==> src/rtl/pps_capture.sv <==
// rtl/pps_capture.sv - PPS capture and removal stage for the slice word stream
// Ports:
//   clk            : single clock, rising edge
//   rst_n          : asynchronous active-low reset
//   flush          : synchronous clear of everything except the stored pps
//   in_data        : input word (DATA_WIDTH bits)
//   in_valid       : input word strobe, no backpressure
//   in_sof/in_eof  : frame markers for the input word
//   in_data_is_pps : input word belongs to the PPS
//   pps            : captured PPS, word 0 in the MSBs
//   pps_valid      : one-cycle pulse when pps is updated
//   pps_loaded     : high while a complete PPS is held
//   out_data/out_valid/out_sof/out_eof : input stream with PPS words removed, 1 cycle later
//   pps_err        : sticky protocol-error flag
module pps_capture #(
  parameter int DATA_WIDTH = 256,
  parameter int PPS_WORDS  = 4
) (
  input  logic                            clk,
  input  logic                            rst_n,
  input  logic                            flush,
  input  logic [DATA_WIDTH-1:0]           in_data,
  input  logic                            in_valid,
  input  logic                            in_sof,
  input  logic                            in_eof,
  input  logic                            in_data_is_pps,
  output logic [DATA_WIDTH*PPS_WORDS-1:0] pps,
  output logic                            pps_valid,
  output logic                            pps_loaded,
  output logic [DATA_WIDTH-1:0]           out_data,
  output logic                            out_valid,
  output logic                            out_sof,
  output logic                            out_eof,
  output logic                            pps_err
);

  localparam int CW = $clog2(PPS_WORDS) + 1;
  localparam int IW = (PPS_WORDS > 1) ? $clog2(PPS_WORDS) : 1;
  localparam int PW = DATA_WIDTH * PPS_WORDS;

  typedef enum logic [1:0] {
    IDLE = 2'd0,
    CAPT = 2'd1,
    RUN  = 2'd2
  } state_t;

  state_t                state, state_n;
  logic [CW-1:0]         cnt, cnt_n;
  logic [DATA_WIDTH-1:0] shadow [PPS_WORDS];
  logic [PW-1:0]         shadow_flat;
  logic                  shadow_we;
  logic [IW-1:0]         shadow_idx;
  logic                  copy;
  logic                  fwd;
  logic                  err_set;
  logic                  pps_word;
  logic                  data_word;
  logic                  complete;

  assign pps_word  = in_valid & in_data_is_pps;
  assign data_word = in_valid & ~in_data_is_pps;

  // The last PPS word was stored on the previous edge; this cycle copies the
  // shadow out and the block already behaves as RUN for the incoming word.
  assign complete = (state == CAPT) && (cnt == CW'(PPS_WORDS));

  always_comb begin
    shadow_flat = '0;
    for (int i = 0; i < PPS_WORDS; i++) begin
      shadow_flat[PW-1-i*DATA_WIDTH -: DATA_WIDTH] = shadow[i];
    end
  end

  always_comb begin
    state_n    = state;
    cnt_n      = cnt;
    shadow_we  = 1'b0;
    shadow_idx = '0;
    copy       = 1'b0;
    fwd        = 1'b0;
    err_set    = 1'b0;

    if (state == RUN || complete) begin
      copy    = complete;
      state_n = RUN;
      cnt_n   = '0;
      if (pps_word && in_sof) begin
        shadow_we = 1'b1;
        cnt_n     = CW'(1);
        state_n   = CAPT;
      end else if (pps_word) begin
        err_set = 1'b1;
      end else if (data_word) begin
        fwd = 1'b1;
      end
    end else if (state == CAPT) begin
      if (pps_word && in_sof) begin
        // restart at word 0
        shadow_we = 1'b1;
        cnt_n     = CW'(1);
        err_set   = 1'b1;
      end else if (pps_word) begin
        shadow_we  = 1'b1;
        shadow_idx = cnt[IW-1:0];
        cnt_n      = cnt + CW'(1);
      end else if (data_word) begin
        // abort: fall back to whatever pps is still valid
        err_set = 1'b1;
        cnt_n   = '0;
        state_n = pps_loaded ? RUN : IDLE;
      end
    end else begin
      state_n = IDLE;
      if (pps_word && in_sof) begin
        shadow_we = 1'b1;
        cnt_n     = CW'(1);
        state_n   = CAPT;
      end else if (pps_word) begin
        err_set = 1'b1;
      end
    end
  end

  always_ff @(posedge clk or negedge rst_n) begin
    if (!rst_n) begin
      state      <= IDLE;
      cnt        <= '0;
      pps        <= '0;
      pps_valid  <= 1'b0;
      pps_loaded <= 1'b0;
      out_valid  <= 1'b0;
      out_sof    <= 1'b0;
      out_eof    <= 1'b0;
      pps_err    <= 1'b0;
    end else if (flush) begin
      state      <= IDLE;
      cnt        <= '0;
      pps_valid  <= 1'b0;
      pps_loaded <= 1'b0;
      out_valid  <= 1'b0;
      out_sof    <= 1'b0;
      out_eof    <= 1'b0;
      pps_err    <= 1'b0;
    end else begin
      state      <= state_n;
      cnt        <= cnt_n;
      pps_valid  <= copy;
      if (copy) begin
        pps <= shadow_flat;
      end
      pps_loaded <= pps_loaded | copy;
      out_valid  <= fwd;
      out_sof    <= fwd & in_sof;
      out_eof    <= fwd & in_eof;
      pps_err    <= pps_err | err_set;
    end
  end

  // Datapath registers carry no reset.
  always_ff @(posedge clk) begin
    if (!flush && shadow_we) begin
      shadow[shadow_idx] <= in_data;
    end
    if (!flush && fwd) begin
      out_data <= in_data;
    end
  end

endmodule

==> config.mk <==
export PLATFORM = sky130hd
export DESIGN_NAME = pps_capture
export DESIGN_NICKNAME = d
export VERILOG_FILES = /design/src/rtl/pps_capture.sv
export SDC_FILE = /design/constraint.sdc
export NUM_CORES = 2
export LEC_CHECK = 0
export BUFFER_PORTS_ARGS = -buffer_cell sky130_fd_sc_hd__buf_2
export CAP_MARGIN = 0
export CORE_AREA = 2 2 598 600
export CTS_CLUSTER_SIZE = 14
export DETAILED_ROUTE_END_ITERATION = 8
export DIE_AREA = 0 0 600 602
export HOLD_SLACK_MARGIN = 0.05
export PLACE_DENSITY = 0.39
export SYNTH_ARGS = -nofsm -noshare
export SYNTH_HDL_FRONTEND = slang
export SYNTH_SLANG_ARGS = --single-unit
==> constraint.sdc <==
create_clock -name clk -period 32.8 [get_ports clk]
set_clock_uncertainty 0.15 [all_clocks]
set_input_delay 6.56 -clock clk [delete_from_list [all_inputs] [get_ports clk]]
set_output_delay 6.56 -clock clk [all_outputs]
set_load 0.02 [all_outputs]
==> out/qor.json <==
{
  "sta": {
    "layout_min_cycle_time_ns": 13.15,
    "transition_time_at_the_pin_with_the_least_slew_margin_ns": 1.221,
    "timing.setup.tns_ns": 0,
    "setup_viol": 0,
    "achievable-frequency_ghz": 0.07602,
    "hold_viol_final": 0,
    "period_share_pct": 40.10,
    "slew_headroom_pct": 18.58,
    "rsz0062_at_grt": "false",
    "final-max-slew-violation-count": 0
  },
  "clocking": {
    "clk_latency_ns": 0.86,
    "worst_setup_hold_path_clk_slew_ns": 0.06,
    "postCtsSetupBuffers": 0,
    "ctsHoldBuffers": 0,
    "clock_sinks": 2315,
    "numCtsBuffers": 274,
    "root_buffer": "sky130_fd_sc_hd__clkbuf_16",
    "post_cts_resize_count": 0,
    "tritoncts": "yes",
    "clockBufferDepth": 4,
    "htree_levels": 5
  },
  "synthesis": {
    "synth-seq-cells": 2315,
    "synth.most_common_cell": "sky130_fd_sc_hd__edfxtp_1",
    "ys_dominant_reg_cell": "sky130_fd_sc_hd__edfxtp_1",
    "synth_area_per_cell_sq_um": 22.04,
    "synth.area.top_cells": "sky130_fd_sc_hd__edfxtp_1 50%, sky130_fd_sc_hd__dfrtp_1 34%, sky130_fd_sc_hd__mux2_2 14%",
    "post_synth_inst_count": 3496,
    "synth_commonest_cells": "1280 x sky130_fd_sc_hd__edfxtp_1, 1035 x sky130_fd_sc_hd__dfrtp_1, 924 x sky130_fd_sc_hd__mux2_2, 100 x sky130_fd_sc_hd__mux2_1, 87 x sky130_fd_sc_hd__buf_4",
    "synth_area_leader_cell": "sky130_fd_sc_hd__edfxtp_1",
    "ys_warn_count": 0,
    "synth_fp_nets": 3761,
    "yosys.cell_types.count": 34,
    "count_of_flip_flops_with_a_built_in_enable_after_synthesis": 1280,
    "async_flop_share_pct": 44.71,
    "synth.cell_area_sq_um": 77060,
    "synth.top_cell.area_share_pct": 49.88,
    "sequential_fraction_of_the_synthesis_area_pct": 83.49
  },
  "setup_path": {
    "timing.critical_path.max_delay_family": "buffers and inverters",
    "worst-endpoint-required_ns": 33.37,
    "start_kind": "input port",
    "path_max_fanout": 127,
    "setup.worst_path.end_class": "flip-flop",
    "crit_buf_inv": 8,
    "cp_slowest_stage_delay_ns": 0.88,
    "critPathSlowestCell": "sky130_fd_sc_hd__buf_4",
    "cell_chain_critical_path": "buf_2 -> nor3_2 -> buf_4 -> buf_4 -> buf_4 -> buf_4 -> buf_4 -> buf_4 -> buf_12 -> mux2_2",
    "critPathMostFrequentCell": "sky130_fd_sc_hd__buf_4",
    "crit_arrival_ns": 13.72,
    "timing_worst_setup_path_type": "input port to flip-flop"
  },
  "pwr": {
    "power_leakage_nw": 44.19,
    "p_sw_share_pct": 21.39,
    "vdd_drop_max_mv": 0.03874,
    "power.clock.fraction_pct": 48.5,
    "p_comb_share_pct": 1.6,
    "cellInternalPower_mw": 4.864,
    "sequential_fraction_of_design_power_pct": 49.9,
    "power_dissipated_by_switching_net_loads_mw": 1.324,
    "powerDensity_nw_per_um2": 62.31
  },
  "global_route": {
    "grt_overflow": 0,
    "via_count_of_the_first_global_routing_pass": 40956,
    "initial_antenna_violation_count": 28,
    "grt_max_degree": 134,
    "grt_pass1_wl_mm": 345.9,
    "grt_usage_pct": 13.52
  },
  "route": {
    "detailed_route_vias_per_instance": 3.846,
    "wire_per_inst_um": 24.65,
    "detailedRoute.firstIterationViolations": 2196,
    "vias_post_dr": 39495,
    "final_antenna_net_count": 0,
    "dr.pass1.iters": 5,
    "route.final.wire_length_mm": 253.1,
    "drt_drc_violations_left": 0
  },
  "status": {
    "status": "finished, final reports clean"
  },
  "cells_and_area": {
    "sequential_standard_cell_area_sq_um": 64340,
    "multiInputGateArea_sq_um": 11840,
    "layout-drive-gt1-share_pct": 53.24,
    "finalInstanceArea_sq_um": 99310,
    "syn_to_final_growth_pct": 28.87,
    "layout.filler_cells": 35726,
    "fin_nets": 5528
  },
  "place": {
    "detailed_place_hpwl_mm": 174.5,
    "gp_congestion": 0.7870,
    "detailed_place.area_sq_um": 90400,
    "io_buffers": 1548
  },
  "min_path": {
    "hp-class": "flip-flop to flip-flop"
  },
  "floorplanning": {
    "core.rowCount": 219,
    "die_width_um": 600,
    "starting_utilization_of_the_core_area_pct": 21.72,
    "num_io_pins": 1549,
    "core_sq_um": 354800,
    "fp.dieArea_sq_um": 361200,
    "die_h_um": 602
  },
  "run": {
    "timing.max_cap.violations": 0
  }
}
==> logic make-up after synthesis <==
| group | count (synthesis) | share of synthesized area, % |
|---|---|---|
| AND/OR/NAND/NOR | 21 | 0.1770 |
| flip-flops | 2315 | 83.49 |
| XOR/XNOR | 1 | 0.01137 |
| adder cells (fa/ha/maj) | 2 | 0.03247 |
| multiplexers | 1024 | 14.96 |
| AO/OA/AOI/OAI | 14 | 0.1299 |
| buffers and inverters | 119 | 1.197 |
==> flip-flops by register name, summed over array words and instances, names as in the netlist <==
name,flops
out_eof,1
pps,1024
shadow,1024
state,2
cnt,3
out_data,256
pps_valid,1
out_valid,1
pps_err,1
out_sof,1
pps_loaded,1
==> final timing paths <==
check	endpoint	depth (start not counted)	from	slack, ns
setup / recovery	pps[486]	10	flush	19.65
hold / removal	pps[506]	1	shadow[2][250]	0.30
setup reg to reg	pps[486]	12	cnt[0]	24.66
hold reg to reg	pps[506]	1	shadow[2][250]	0.30
max in group asynchronous	pps[13]	6	rst_n	22.64
min in group asynchronous	pps[661]	1	rst_n	5.59
==> metrics by stage <==
step | cells | hold WS (ns) | worst slack [ns] | total power, mW | utilization (%)
after floorplan | 3496 | 0.2890 | 5.424 | 3.154 | -
after global placement | 9738 | 0.2919 | 18.68 | 3.251 | 25.48
after detailed placement | 9738 | 0.2979 | 18.66 | 3.252 | 25.48
after CTS | 10237 | 0.2946 | 19.61 | 6.296 | 27.96
after global routing | 10260 | 0.3138 | 19.23 | 6.411 | 27.98
final | 10270 | 0.2986 | 19.65 | 6.188 | 27.99
==> layout by cell type (no fill, tap or decap), types with 2 or more instances in the layout <==
master,netlist,routed
sky130_fd_sc_hd__diode_2,0,33
sky130_fd_sc_hd__nand2_1,2,2
sky130_fd_sc_hd__clkbuf_1,0,99
sky130_fd_sc_hd__clkinv_2,0,18
sky130_fd_sc_hd__buf_2,10,1547
sky130_fd_sc_hd__and2_1,2,2
sky130_fd_sc_hd__clkinv_8,0,5
sky130_fd_sc_hd__clkbuf_16,0,278
sky130_fd_sc_hd__nand3_1,2,2
sky130_fd_sc_hd__nand2b_1,2,2
sky130_fd_sc_hd__inv_6,0,10
sky130_fd_sc_hd__o21ai_0,2,2
sky130_fd_sc_hd__a211oi_1,2,2
sky130_fd_sc_hd__edfxtp_1,1280,1280
sky130_fd_sc_hd__mux2_1,100,100
sky130_fd_sc_hd__ha_1,2,2
sky130_fd_sc_hd__bufinv_16,0,10
sky130_fd_sc_hd__clkinvlp_4,0,4
sky130_fd_sc_hd__dfrtp_1,1035,1035
sky130_fd_sc_hd__a21oi_1,3,2
sky130_fd_sc_hd__clkinv_1,0,17
sky130_fd_sc_hd__nor2b_1,2,2
sky130_fd_sc_hd__a22o_1,2,2
sky130_fd_sc_hd__clkbuf_8,0,46
sky130_fd_sc_hd__buf_12,1,6
sky130_fd_sc_hd__clkinv_4,0,4
sky130_fd_sc_hd__and3_4,0,3
sky130_fd_sc_hd__mux2_2,924,924
sky130_fd_sc_hd__inv_16,0,6
sky130_fd_sc_hd__inv_1,5,5
sky130_fd_sc_hd__buf_4,87,51
sky130_fd_sc_hd__clkinv_16,0,2
==> cell type report <==
| class | instances | area share, % |
|---|---|---|
| Multi-Input combinational cell | 1062 | 11.92 |
| Antenna cell | 33 | 0.08315 |
| Clock buffer | 423 | 8.017 |
| Sequential cell | 2315 | 64.78 |
| Timing Repair Buffer | 1605 | 8.318 |
| Inverter | 5 | 0.01890 |
| Tap cell | 4751 | 5.986 |
| Clock inverter | 76 | 0.8744 |
==> power by group through the flow <==
| stage | registers, mW | clock network, mW | logic, mW |
|---|---|---|---|
| after CTS | 3.09 | 3.10 | 0.107 |
| after detailed placement | 3.15 | 0 | 0.106 |
| after floorplan | 3.15 | 0 | 0.00416 |
| after global placement | 3.15 | 0 | 0.106 |
| final | 3.09 | 3.00 | 0.0993 |
| after global routing | 3.09 | 3.21 | 0.111 |
==> per-layer routing <==
layer | track usage [%] | part of all wire, % | up-vias
met5 | 0 | 0.0051 | -
met4 | 5.533 | 4.0 | 2
met3 | 3.830 | 6.9 | 370
met2 | 23.28 | 50 | 1238
met1 | 15.69 | 39 | 21083
li1 | - | - | 16802
==> worst reg2reg max path: cells and delay by family, from the launching register on <==
kind	cells	cell delay [ns]
buffers and inverters	8	5.84
AND/OR/NAND/NOR	2	0.74
multiplexers	1	0.63
flip-flops	1	0.43
adder cells (fa/ha/maj)	1	0.19
Power figures use the tool's default switching activity.
